## src/rtl/dm_arbiter_pkg.sv

```systemverilog
// Shared types for the data-memory arbiter: FSM states, port ids, DM strobe encodings.
// DM_ARB_RR_EN (optional) selects round-robin arbitration in dm_arb_pick.
package dm_arbiter_pkg;

   typedef enum logic [1:0] {
      DMA_IDLE  = 2'd0,
      DMA_ISSUE = 2'd1,
      DMA_WAIT  = 2'd2,
      DMA_DONE  = 2'd3
   } dma_state_e;

   typedef enum logic {
      DMA_P0 = 1'b0,
      DMA_P1 = 1'b1
   } dma_port_e;

   localparam logic DM_R_ON = 1'b1;
   localparam logic DM_W_ON = 1'b1;

   // Width of a counter that must reach max_val; never narrower than one bit.
   function automatic int unsigned cnt_width(input int unsigned max_val);
      return (max_val < 1) ? 1 : $clog2(max_val + 1);
   endfunction

endpackage

```

## src/rtl/dm_arb_pick.sv

```systemverilog
// Winner select for the two DM requesters; applied only on cycles where grant is high.
// Default: port 0 priority with starvation counter. DM_ARB_RR_EN: round-robin on ties.
module dm_arb_pick
   import dm_arbiter_pkg::*;
#(
   parameter int unsigned MAX_WAIT = 4
) (
   input  logic clk,
   input  logic rst,
   input  logic req0,
   input  logic req1,
   input  logic grant,
   output logic win_p1
);

`ifdef DM_ARB_RR_EN

   // Remembers the last winner, so the loser of a tie takes the next tie.
   logic last_p1_q, last_p1_d;

   always_comb begin
      win_p1    = req1 & (~req0 | ~last_p1_q);
      last_p1_d = last_p1_q;
      if (grant) begin
         last_p1_d = win_p1;
      end
   end

   always_ff @(posedge clk or posedge rst) begin
      if (rst) begin
         last_p1_q <= 1'b1;
      end else begin
         last_p1_q <= last_p1_d;
      end
   end

`else

   localparam int unsigned CNT_W = cnt_width(MAX_WAIT);

   logic [CNT_W-1:0] starve_q, starve_d;
   logic             starved;

   always_comb begin
      starved  = (starve_q == CNT_W'(MAX_WAIT));
      win_p1   = req1 & (~req0 | starved);
      starve_d = starve_q;
      if (grant) begin
         if (win_p1) begin
            starve_d = '0;
         end else if (req1 && !starved) begin
            starve_d = starve_q + 1'b1;
         end
      end
   end

   always_ff @(posedge clk or posedge rst) begin
      if (rst) begin
         starve_q <= '0;
      end else begin
         starve_q <= starve_d;
      end
   end

`endif

endmodule

```

## src/rtl/dm_arbiter.sv

```systemverilog
// Two-port arbiter/sequencer in front of the single-port data memory.
// Arbitration policy comes from dm_arb_pick; define DM_ARB_RR_EN for round-robin.
module dm_arbiter
   import dm_arbiter_pkg::*;
#(
   parameter int unsigned ADDR_W   = 10,
   parameter int unsigned RD_LAT   = 1,
   parameter int unsigned MAX_WAIT = 4
) (
   input  logic        clk,
   input  logic        rst,
   input  logic        req0,
   input  logic        we0,
   input  logic [31:0] addr0,
   input  logic [31:0] wdata0,
   output logic        ack0,
   output logic [31:0] rdata0,
   output logic        err0,
   output logic        stall0,
   input  logic        req1,
   input  logic        we1,
   input  logic [31:0] addr1,
   input  logic [31:0] wdata1,
   output logic        ack1,
   output logic [31:0] rdata1,
   output logic        err1,
   output logic [31:0] dm_addr,
   output logic [31:0] dm_wdata,
   output logic        dm_r,
   output logic        dm_w,
   input  logic [31:0] dm_rdata
);

   localparam int unsigned WCNT_W = cnt_width(RD_LAT);

   dma_state_e        state_q, state_d;
   dma_port_e         win_q, win_d;
   logic              we_q, we_d;
   logic              err_q, err_d;
   logic [31:0]       dm_addr_q, dm_addr_d;
   logic [31:0]       dm_wdata_q, dm_wdata_d;
   logic [31:0]       rdata0_q, rdata0_d;
   logic [31:0]       rdata1_q, rdata1_d;
   logic [WCNT_W-1:0] wcnt_q, wcnt_d;

   logic        grant;
   logic        pick_p1;
   logic        sel_we;
   logic [31:0] sel_addr;
   logic [31:0] sel_wdata;
   logic        sel_bad;
   logic        rd_act;
   logic        wr_act;

   assign grant = (state_q == DMA_IDLE) && (req0 || req1);

   dm_arb_pick #(
      .MAX_WAIT(MAX_WAIT)
   ) u_pick (
      .clk    (clk),
      .rst    (rst),
      .req0   (req0),
      .req1   (req1),
      .grant  (grant),
      .win_p1 (pick_p1)
   );

   always_comb begin
      sel_we    = pick_p1 ? we1    : we0;
      sel_addr  = pick_p1 ? addr1  : addr0;
      sel_wdata = pick_p1 ? wdata1 : wdata0;
      // Misaligned, or beyond the implemented DM word range.
      sel_bad   = (sel_addr[1:0] != 2'b00) || ((sel_addr >> (ADDR_W + 2)) != 32'd0);
   end

   always_comb begin
      state_d    = state_q;
      win_d      = win_q;
      we_d       = we_q;
      err_d      = err_q;
      dm_addr_d  = dm_addr_q;
      dm_wdata_d = dm_wdata_q;
      rdata0_d   = rdata0_q;
      rdata1_d   = rdata1_q;
      wcnt_d     = wcnt_q;
      unique case (state_q)
         DMA_IDLE: begin
            if (grant) begin
               win_d = pick_p1 ? DMA_P1 : DMA_P0;
               we_d  = sel_we;
               err_d = sel_bad;
               if (sel_bad) begin
                  if (pick_p1) rdata1_d = '0;
                  else         rdata0_d = '0;
                  state_d = DMA_DONE;
               end else begin
                  dm_addr_d  = sel_addr;
                  dm_wdata_d = sel_wdata;
                  state_d    = DMA_ISSUE;
               end
            end
         end
         DMA_ISSUE: begin
            if (we_q) begin
               state_d = DMA_DONE;
            end else begin
               wcnt_d  = '0;
               state_d = DMA_WAIT;
            end
         end
         DMA_WAIT: begin
            if (wcnt_q == WCNT_W'(RD_LAT - 1)) begin
               if (win_q == DMA_P1) rdata1_d = dm_rdata;
               else                 rdata0_d = dm_rdata;
               state_d = DMA_DONE;
            end else begin
               wcnt_d = wcnt_q + 1'b1;
            end
         end
         DMA_DONE: begin
            state_d = DMA_IDLE;
         end
         default: begin
            state_d = DMA_IDLE;
         end
      endcase
   end

   always_ff @(posedge clk or posedge rst) begin
      if (rst) begin
         state_q    <= DMA_IDLE;
         win_q      <= DMA_P0;
         we_q       <= 1'b0;
         err_q      <= 1'b0;
         dm_addr_q  <= '0;
         dm_wdata_q <= '0;
         rdata0_q   <= '0;
         rdata1_q   <= '0;
         wcnt_q     <= '0;
      end else begin
         state_q    <= state_d;
         win_q      <= win_d;
         we_q       <= we_d;
         err_q      <= err_d;
         dm_addr_q  <= dm_addr_d;
         dm_wdata_q <= dm_wdata_d;
         rdata0_q   <= rdata0_d;
         rdata1_q   <= rdata1_d;
         wcnt_q     <= wcnt_d;
      end
   end

   // Strobes decode straight from the state register, so reset drops them at once.
   assign rd_act = ((state_q == DMA_ISSUE) && !we_q) || (state_q == DMA_WAIT);
   assign wr_act = (state_q == DMA_ISSUE) && we_q;
   assign dm_r   = rd_act ? DM_R_ON : ~DM_R_ON;
   assign dm_w   = wr_act ? DM_W_ON : ~DM_W_ON;

   assign ack0     = (state_q == DMA_DONE) && (win_q == DMA_P0);
   assign ack1     = (state_q == DMA_DONE) && (win_q == DMA_P1);
   assign err0     = ack0 & err_q;
   assign err1     = ack1 & err_q;
   assign stall0   = req0 & ~ack0;
   assign rdata0   = rdata0_q;
   assign rdata1   = rdata1_q;
   assign dm_addr  = dm_addr_q;
   assign dm_wdata = dm_wdata_q;

endmodule
```

## config.mk

```make
export PLATFORM = sky130hd
export DESIGN_NAME = dm_arbiter
export DESIGN_NICKNAME = d
export VERILOG_FILES = /design/src/rtl/dm_arbiter_pkg.sv /design/src/rtl/dm_arb_pick.sv /design/src/rtl/dm_arbiter.sv
export SDC_FILE = /design/constraint.sdc
export NUM_CORES = 1
export LEC_CHECK = 0
export ABC_CLOCK_PERIOD_IN_PS = 6900
export BUFFER_PORTS_ARGS = -buffer_cell sky130_fd_sc_hd__buf_2
export CAP_MARGIN = 20
export CORE_MARGIN = 2
export CORE_UTILIZATION = 49
export CTS_CLUSTER_DIAMETER = 200
export CTS_CLUSTER_SIZE = 25
export DETAILED_ROUTE_END_ITERATION = 6
export PLACE_DENSITY = 0.81
export SLEW_MARGIN = 30
export SYNTH_ARGS = -nofsm -noshare
export SYNTH_HDL_FRONTEND = slang
export SYNTH_SLANG_ARGS = --single-unit
```

## constraint.sdc

```tcl
create_clock -name clk -period 6.9 [get_ports clk]
set_input_delay 2.07 -clock clk [delete_from_list [all_inputs] [get_ports clk]]
set_output_delay 2.07 -clock clk [all_outputs]
set_load 0.005 [all_outputs]
```

* Word level (Yosys, flattened, before mapping)
Cells that the tools add are included.
** Operators by class
- Bitwise logic cells :: 9
- Reductions and logical operators :: 24
- Equal/unequal tests :: 12
- Mux-type cells :: 28
- $add $sub $neg :: 2
** Operators by type and width (count)
- two-way mux 32 bit :: 12
- one-hot mux 32 bit (2 select lines) :: 2
- nonzero test 32 bit :: 1
- inequality test 2 bit, second input constant :: 8
- AND reduction 6 bit :: 2
- one-hot mux 2 bit (4 select lines) :: 1
- AND reduction 2 bit :: 4
- nonzero test 2 bit :: 4
- two-way mux 1 bit :: 7
- logical AND 1 bit :: 6
- two-way mux 2 bit :: 3
- two-way mux 3 bit :: 2
- AND 1 bit :: 4
- == test 2 bit, second input constant :: 2
- NOT 1 bit :: 4
- adder 3 x 1 -> 3 bit, second input constant :: 1
- == test 3 bit, second input constant :: 1
- logical OR 1 bit :: 3
- AND reduction 3 bit :: 1
- == test 2 x 1 -> 1 bit, second input constant :: 1
- zero test 1 bit :: 2
- zero test 2 bit :: 1
- one-hot mux 1 bit (2 select lines) :: 1
- adder 1 bit, second input constant :: 1
- OR 1 bit :: 1
** Word-level totals
- Output and inout port bits :: 135
- Word-level logic and storage cells :: 85
- Input port bits :: 166
- Bits in registers :: 137

* Logic depth before layout (Yosys ltp)
Gate-level depths: netlist of the first run.
- Depth after elaboration :: 9
- Depth in mapped cells :: 10

* Modules after synthesis
A second synthesis of the first run with hierarchy kept.
** Second synthesis, totals
- Cells, all modules :: 457
- Area, all modules :: 5639.2 sq um
** Modules (own cells, without submodules)
- dm_arbiter :: cells an instance 437, area an instance 5447.7 sq um, instances 1
- dm_arb_pick :: cells an instance 20, area an instance 191.4 sq um, instances 1

* Worst setup path after synthesis of the first run
No wires, ideal clock.
- Path kind :: input port to output port
- Start point :: input req0
- End point :: output stall0
- Path slack :: 2.603 ns
- Buffers on the path :: 0
- Stages on the path :: 2
- Data required time :: 4.830 ns
- Arrival :: 2.227 ns
- Path through :: inv_1 nor2_1
** Between the ends
- Cells in the longest elaborated chain, start to end :: 1
** RTL lines
- start: declaration :: RTL line dm_arbiter.sv:12 : input logic req0,
- AND 1 bit :: RTL line dm_arbiter.sv:163 : assign stall0 = req0 & ~ack0;
- end: declaration :: RTL line dm_arbiter.sv:19 : output logic stall0,
No other way between the ends.

* Worst setup path in the final report of the first run
- Start point :: input req0
- End point :: register dm_addr_q[2] (netlist: dm_addr[2])
** Between the ends
- Cells in the longest elaborated chain, start to end :: 8
- Elaborated cells on any way between the ends :: 11
- Classes of those cells :: mux (1); bitwise (4); reduce/logical (6)
** RTL lines
- NOT 1 bit :: RTL line dm_arb_pick.sv:46 : win_p1 = req1 & (~req0 | starved);
- OR 1 bit :: RTL line dm_arb_pick.sv:46
- AND 1 bit :: RTL line dm_arb_pick.sv:46
- two-way mux 32 bit :: RTL line dm_arbiter.sv:70 : sel_addr = pick_p1 ? addr1 : addr0;
- nonzero test 32 bit or nonzero test 2 bit (tied branches) :: RTL line dm_arbiter.sv:73 : sel_bad = (sel_addr[1:0] != 2'b00) || ((sel_addr >> (ADDR_W + 2)) != 32'd0);
- logical OR 1 bit :: RTL line dm_arbiter.sv:73
- NOT 1 bit (no source line)
- AND reduction 3 bit (no source line)
- end signal: assignment :: RTL line dm_arbiter.sv:145 : dm_addr_q <= dm_addr_d;
- end: declaration :: RTL line dm_arbiter.sv:40 : logic [31:0] dm_addr_q, dm_addr_d;
Parallel ways exist; a longest one is shown, timed or not.
A chain may end at the register's enable or synchronous reset.

==> results of run 1 <==
-- synthesized netlist by cell type, types with 5 or more instances --
| cell type | count |
|---|---|
| and2_1 | 5 |
| and3_1 | 6 |
| nor2b_1 | 86 |
| ha_1 | 6 |
| clkbuf_1 | 43 |
| nand2_1 | 38 |
| nor2_1 | 68 |
| nand4_1 | 34 |
| a21oi_1 | 93 |
| dfrtp_1 | 136 |
| mux2_2 | 85 |
| o21ai_0 | 13 |
| inv_1 | 8 |
| buf_6 | 7 |
| nor4_1 | 10 |
| buf_1 | 6 |
| a221o_1 | 32 |
| o211ai_1 | 31 |
-- kinds of logic (layout without fill, tap and decap cells) --
| group | after synthesis | count (layout) | share of synthesized area, % |
|---|---|---|---|
| fa+ha+maj | 6 | 6 | 1.03 |
| compound gates | 177 | 177 | 15.8 |
| simple gates | 257 | 257 | 18.6 |
| mux | 86 | 86 | 13.3 |
| flops | 136 | 136 | 46.8 |
| buf+inv | 69 | 350 | 4.41 |
-- how the worst max path moves through the flow --
stage,start,end,slack (ns)
finish,req0,dm_addr[2],2.15
global route,req0,dm_wdata[28],1.92
CTS,req0,dm_wdata[28],2.17
detailed placement,req0,dm_addr[3],1.71
global placement,addr1[27],dm_addr[3],1.82
floorplan,rst,dm_addr[0],1.19
-- registers in the layout, indices dropped and copies added, names as in the netlist --
name	flops
dm_addr	32
dm_wdata	32
rdata0	32
rdata1	32
u_pick.starve_q	3
state_q	2
err_q	1
we_q	1
win_q	1
-- metal layers --
metal,part of all wire (%),GRT usage (%)
met1,43,39.7
met2,47,43.4
met3,8.4,8.54
met4,1.6,7.56
met5,0,0
-- power by group through the flow --
stage               logic (mW)  clock network, mW  registers (mW)
global placement          1.54                  0            1.18
global route              1.79              0.988            1.21
CTS                       1.61              0.954            1.18
finish                    1.61              0.941            1.18
floorplan                 1.08                  0            1.17
detailed placement        1.60                  0            1.19
-- through the flow --
step / power [mW] / instances / util, % / area, µm²
2_1_floorplan: 2.25 / 731 / - / 7260
3_3_place_gp: 2.72 / 1164 / 60.7 / 8820
3_5_place_dp: 2.79 / 1165 / 60.9 / 8850
4_1_cts: 3.74 / 1196 / 65.1 / 9460
5_1_grt: 3.99 / 1196 / 65.1 / 9460
6_report: 3.73 / 1196 / 65.1 / 9460
-- layout make-up --
class	count	area share (%)
Clock buffer	24	5.20
Multi-Input combinational cell	526	37.7
Inverter	8	0.370
Clock inverter	7	1.23
Tap cell	184	2.43
Sequential cell	136	36.0
Timing Repair Buffer	311	17.1
==> impl_metrics.tcl, run 1 <==
set metrics [dict create \
    postCtsSetupBuffers 0 \
    vdd_drop_max_mv 0.222 \
    p_clk_share_pct 25.3 \
    seq_area_mm2 0.00340 \
    fin_skew_ns 0.00879 \
    arrival_ns 5.05 \
    cts_repair_resize_count 0 \
    syn_to_final_growth_pct 30.3 \
    grt_antenna_before_repair 0 \
    r2r_cells 9 \
    crit_buf_inv 3 \
    crit_path_cell_trace "buf_2, a21boi_1, nand2b_2, buf_4, nand4_1, a21oi_4, buf_12, mux2_2" \
    vias_per_cell 5.77 \
    worst_slew_pin_slew_ns 0.943 \
    synthFlopType "dfrtp_1" \
    start_util_pct 50.0 \
    internal_power_mw 2.33 \
    async_reset_ff_share_pct 100 \
    crit_slowest_cell "a21oi_4" \
    status "finished clean" \
    grt_first_pass_wirelength_um 35700 \
    cp_max_fo 37 \
    grt_max_degree 92 \
    cts-root-buf "clkbuf_16" \
    max_freq_mhz 211 \
    crit_type "input port to flip-flop" \
    layout_min_cycle_time_ns 4.75 \
    synthTopCellsByArea "dfrtp_1 47%, mux2_2 13%, nor2b_1 7.4%" \
    min_period_over_period_pct 68.8 \
    required_ns 7.20 \
    fillers 1215 \
    p_per_area_mw_per_mm2 394 \
    layout.nets 1172 \
    ys_seq_elements 136 \
    tns_ns 0 \
    numPortBuffers 300 \
    ys_types 32 \
    rsz0062_at_grt "no" \
    r2r_slack_ns 3.32 \
    drive_gt1_share_pct 42.8 \
    worstReg2RegEnd "dm_addr[2]" \
    synth_edf_count 0 \
    pwr-share-seq_pct 31.7 \
    drtAntennaViolNets 0 \
    worst_slack_ns 2.15 \
    grt_pass1_vias 6623 \
    synth.net_count 903 \
    synthCells 731 \
    cp-start-kind "input port" \
    hold_depth 1 \
    ioPinCount 301 \
    path_clk_slew_ns 0.06 \
    drt_wl_total_um 22600 \
    finalMaxSlewViolations 0 \
    diodes 0 \
    p_comb_share_pct 43.1 \
    h-tree-depth 4 \
    post_drt_wl_per_cell_um 18.9 \
    row_count 44 \
    die_y_um 126 \
    end_kind "flip-flop" \
    slew-limit-headroom_pct 37.0 \
    cts_inserted_buffers 17 \
    clock_latency_ns 0.42 \
    overflow 0 \
    slowest_delay_ns 0.80 \
    final_common_cell "buf_2" \
    synth_top_area_share_pct 46.8 \
    p_switching_mw 1.40 \
    hold_buffers 0 \
    syn-cell-area_mm2 0.00726 \
    cts_max_path_buffers 2 \
    drt_iter0_markers 637 \
    mostFrequentLayoutCells "300 x buf_2, 136 x dfrtp_1, 93 x a21oi_1" \
    maxCapViolations 0 \
    core_area_mm2 0.0145 \
    worstHoldPathType "flip-flop to flip-flop" \
    place_congestion 0.951 \
    drc_errors 0 \
    cts_num_sinks 136 \
    final-hold-violation-count 0 \
    fp.dieW_um 126 \
    synth_top_cell_by_area "dfrtp_1" \
    p_leak_nw 4.84 \
    cp_top_family "compound AO/OA/AOI/OAI gates" \
    switching_share_pct 37.5 \
    cts_tree "built" \
    multiInputGateArea_mm2 0.00357 \
    pre_cts_ws_ns 1.71 \
    track_usage_pct 28.4 \
    avgSynthCellArea_um2 9.94 \
    holdPathEnd "dm_addr[26]" \
    dpl.hpwl_um 15400 \
    r2r-start "u_pick.starve_q[0]" \
    hold_ws_ns 0.490 \
    via_count 6901 \
    yosysSeqAreaShare_pct 46.8 \
    die_area_mm2 0.0158 \
    setup_viol 0 \
    hp-start "dm_addr[26]" \
    yosys_warnings 0 \
    worstSetupPathDepth 8 \
    firstDrtPassIters 5 \
]
(Power assumes the default switching activity.)
==> run 2, diff against run 1 <==
Settings changed: ABC_CLOCK_PERIOD_IN_PS 6900 to 4000, CORE_UTILIZATION 49 to 44, PLACE_DENSITY 0.81 to 0.77.
Clock period 6.9 ns to 4 ns, I/O delays scaled along.
==> run 2 against run 1 <==
Non-clock buffer count is 11 higher. Power is 69% higher. Utilization is 5.2 points lower. Clock power is 59% higher. Cell count is 3.8% higher. Wire length is 2.9% lower. Critical endpoint is now rdata1[27].
==> impl_metrics.tcl, run 2 (synthesized netlist as in run 1, its figures left out) <==
set metrics [dict create \
    status "finished clean" \
    crit_slowest_cell "and4_1" \
    hp-start "dm_addr[14]" \
    firstDrtPassIters 5 \
    cts_num_sinks 136 \
    drt_iter0_markers 566 \
    grt_max_degree 65 \
    post_drt_wl_per_cell_um 17.7 \
    layout_min_cycle_time_ns 3.11 \
    hold_depth 1 \
    worstHoldPathType "flip-flop to flip-flop" \
    syn_to_final_growth_pct 31.9 \
    required_ns 4.30 \
    slowest_delay_ns 0.50 \
    vias_per_cell 5.46 \
    slew-limit-headroom_pct 36.1 \
    cp-start-kind "input port" \
    fin_skew_ns 0.00834 \
    cts_tree "built" \
    final_common_cell "buf_2" \
    ioPinCount 301 \
    min_period_over_period_pct 77.7 \
    grt_pass1_vias 6491 \
    path_clk_slew_ns 0.06 \
    h-tree-depth 4 \
    cts-root-buf "clkbuf_16" \
    max_freq_mhz 322 \
    die_area_mm2 0.0176 \
    p_per_area_mw_per_mm2 657 \
    vdd_drop_max_mv 0.445 \
    track_usage_pct 25.2 \
    dpl.hpwl_um 15600 \
    clock_latency_ns 0.42 \
    r2r_cells 9 \
    hold_buffers 0 \
    layout.nets 1183 \
    holdPathEnd "dm_addr[14]" \
    p_total_mw 6.30 \
    start_util_pct 45.4 \
    crit_type "input port to flip-flop" \
    cts_repair_resize_count 0 \
    cp_common_cell "and4_1" \
    worst_slew_pin_slew_ns 0.949 \
    r2r_slack_ns 1.27 \
    grt_antenna_before_repair 0 \
    cp_max_fo 20 \
    drt_wl_total_um 22000 \
    rsz0062_at_grt "no" \
    final-hold-violation-count 0 \
    fp.dieW_um 132 \
    arrival_ns 3.41 \
    drc_errors 0 \
    maxCapViolations 0 \
    numPortBuffers 300 \
    place_congestion 0.925 \
    cts_max_path_buffers 2 \
    tns_ns 0 \
    end_kind "flip-flop" \
    postCtsSetupBuffers 0 \
    grt_first_pass_wirelength_um 35300 \
    p_leak_nw 4.86 \
    via_count 6780 \
    row_count 46 \
    overflow 0 \
    core_area_mm2 0.0160 \
    crit_path_cell_trace "buf_2, nor4_1, and4_1, nand4_1, and4_1, buf_12, a221o_1" \
    die_y_um 132 \
    drive_gt1_share_pct 43.4 \
    mostFrequentLayoutCells "300 x buf_2, 136 x dfrtp_1, 93 x a21oi_1" \
    r2r-start "u_pick.starve_q[0]" \
    cts_inserted_buffers 17 \
    finalMaxSlewViolations 0 \
    worstReg2RegEnd "rdata0[29]" \
    drtAntennaViolNets 0 \
    setup_viol 0 \
]
## run 2: worst max path at each step
stage	start	to	slack (ns)
3_5_place_dp	addr0[24]	rdata1[27]	0.44
5_1_grt	addr0[24]	rdata1[27]	0.67
3_3_place_gp	addr0[24]	rdata1[22]	0.49
4_1_cts	addr0[24]	rdata1[27]	0.86
6_report	addr0[24]	rdata1[27]	0.89
2_1_floorplan	addr1[19]	dm_addr[2]	0.97
## run 2: worst max-delay path, delay by kind of cell
kind            cells  cell delay, ns
simple gates        4            1.54
compound gates      1            0.30
buf+inv             2            0.36
## run 2: metrics by stage
| stage | cells | utilization [%] | cell area [µm²] | setup WS (ns) | hold slack [ns] |
|---|---|---|---|---|---|
| finish | 1241 | 59.9 | 9580 | 0.892 | 0.496 |
| global route | 1240 | 59.9 | 9580 | 0.667 | 0.513 |
| CTS | 1240 | 59.9 | 9580 | 0.863 | 0.498 |
| detailed placement | 1208 | 56.3 | 9010 | 0.436 | 0.484 |
| global placement | 1207 | 56.2 | 8990 | 0.495 | 0.475 |
| floorplan | 731 | - | 7270 | 0.975 | 0.464 |
## run 2: report_power, final
part           switching, mW  internal [mW]
Combinational           1.51           1.25
Sequential             0.292           1.74
Clock                  0.627          0.875
## run 2: final cells by class
| cell class | count | area (µm²) |
|---|---|---|
| Antenna cell | 1 | 2.50 |
| Inverter | 8 | 33.8 |
| Sequential cell | 136 | 3400 |
| Fill cell | 1370 | 6420 |
| Timing Repair Buffer | 322 | 1740 |
| Clock buffer | 19 | 443 |
| Tap cell | 216 | 270 |
| Clock inverter | 13 | 124 |
| Multi-Input combinational cell | 526 | 3570 |
## run 2: layer usage
layer	up-vias	routed length, µm	share of wire (%)	global-route usage, %
li1	3198	-	-	-
met1	3260	9590	44	35.0
met3	27	1940	8.8	7.36
met4	0	308	1.4	6.57
met5	-	0	0	0
met2	295	10100	46	38.6
==> run 3, diff against run 2 <==
Settings changed: ABC_CLOCK_PERIOD_IN_PS 4000 to 2700.
Clock period 4 ns to 2.7 ns, I/O delays scaled along.
==> run 3 against run 2 <==
First-iteration DRC count up 22%. Worst setup slack worse by 0.66 ns. Via count is 1.6% higher. Non-clock buffer count increased by 14. Cell count rose by 1.0%. Critical path type is now flip-flop to output port. Largest power group unchanged.
==> impl_metrics.tcl, run 3 (synthesized netlist as in run 1, its figures left out) <==
set metrics [dict create \
    row_count 46 \
    fin_skew_ns 0.00872 \
    final-hold-violation-count 0 \
    hold_ws_ns 0.497 \
    drive_gt1_share_pct 44.1 \
    stdcell_area_mm2 0.00980 \
    final_common_cell "buf_2" \
    path_clk_slew_ns 0.06 \
    maxCapViolations 0 \
    cts-root-buf "clkbuf_16" \
    rsz0062_at_grt "no" \
    numPortBuffers 300 \
    h-tree-depth 4 \
    drc_errors 0 \
    p_leak_nw 5.00 \
    diodes 0 \
    fp.dieW_um 132 \
    clock_latency_ns 0.42 \
    worst_slew_pin_slew_ns 0.464 \
    cts_tree "built" \
    grt_max_degree 80 \
    start_util_pct 45.4 \
    finalMaxSlewViolations 0 \
    grt_pass1_vias 6697 \
    cts_num_sinks 136 \
    layout.nets 1197 \
    drt_wl_total_um 22100 \
    vias_per_cell 5.49 \
    dpl_cell_area_mm2 0.00915 \
    status "finished clean" \
    cts_repair_resize_count 0 \
    grt_antenna_before_repair 0 \
    ioPinCount 301 \
    syn_to_final_growth_pct 34.8 \
    grt_first_pass_wirelength_um 35200 \
    cts_max_path_buffers 2 \
    drtAntennaViolNets 0 \
    firstDrtPassIters 5 \
    tns_ns 0 \
    via_count 6886 \
    dpl.hpwl_um 15600 \
    r2r_slack_ns 0.35 \
    setup_viol 0 \
    die_area_mm2 0.0176 \
    crit_type "flip-flop to output port" \
    mostFrequentLayoutCells "300 x buf_2, 136 x dfrtp_1, 93 x a21oi_1" \
    cp-start-kind "flip-flop" \
    slew-limit-headroom_pct 69.1 \
    p_per_area_mw_per_mm2 1000 \
    fillers 1354 \
    arrival_ns 1.66 \
    core_area_mm2 0.0160 \
    drt_iter0_markers 693 \
    cp_max_fo 5 \
    required_ns 1.89 \
    max_freq_mhz 406 \
    hold_buffers 0 \
    end_kind "output port" \
    min_period_over_period_pct 91.3 \
    vdd_drop_max_mv 0.520 \
    place_congestion 0.915 \
    cts_inserted_buffers 17 \
    postCtsSetupBuffers 0 \
    worstHoldPathType "input port to asynchronous set/reset pin" \
    die_y_um 132 \
    post_drt_wl_per_cell_um 17.6 \
    layout_min_cycle_time_ns 2.47 \
    overflow 0 \
    track_usage_pct 25.1 \
]
## run 3: cell count changes in the layout (fill, tap and decap cells not counted)
cell        before  now
buf_4           16   28
clkinvlp_4       7    3
bufinv_16        1    4
clkbuf_8         1    4
buf_12           6    8
inv_6            2    0
diode_2          1    0
## run 3: final cells by class
cell class | instances | area, µm² | share of cell area, %
repair buffers | 336 | 1870 | 19.1
well taps | 216 | 270 | 2.76
inverters | 8 | 33.8 | 0.345
clock buffers | 22 | 484 | 4.94
flip-flops and latches | 136 | 3400 | 34.7
clock inverters | 10 | 166 | 1.70
multi-input cells | 526 | 3570 | 36.4
## run 3: critical path, cell delays in order, from the launching register on
cell and delay [ns]:
dfrtp_1 0.41, ha_1 0.21, nor2b_1 0.32, and2_1 0.18, buf_2 0.11
## run 3: per-layer routing
layer  track usage, %  vias up  share of wire, %
li1                 -     3213                 -
met1             33.8     3324                43
met2             39.0      311                46
met3             7.28       38               8.7
met4             8.72        0               2.3
met5                0        -                 0
## run 3: worst paths after layout
check	start	endpoint	depth (start not counted)
min reg2reg	dm_addr[24]	dm_addr[24]	1
max in group asynchronous	rst	state_q[0]	3
max	state_q[0]	err0	4
min in group clk	dm_addr[24]	dm_addr[24]	1
min	rst	dm_addr[12]	3
max reg2reg	u_pick.starve_q[0]	dm_wdata[6]	10
## run 3: power breakdown
group / total (mW) / leakage (nW) / internal [mW] / switching (mW)
logic: 4.26 / 2.89 / 1.99 / 2.28
clock network: 2.54 / 0.313 / 1.65 / 0.890
registers: 3.00 / 1.79 / 2.58 / 0.425
## run 3: stage by stage
step	total power, mW	instances	util (%)	setup WS (ns)
floorplan	5.75	731	-	0.0646
global placement	7.17	1222	57.2	-0.126
detailed placement	7.28	1222	57.2	-0.203
CTS	9.86	1254	61.2	0.165
global route	10.5	1254	61.2	0.0367
finish	9.80	1254	61.2	0.235
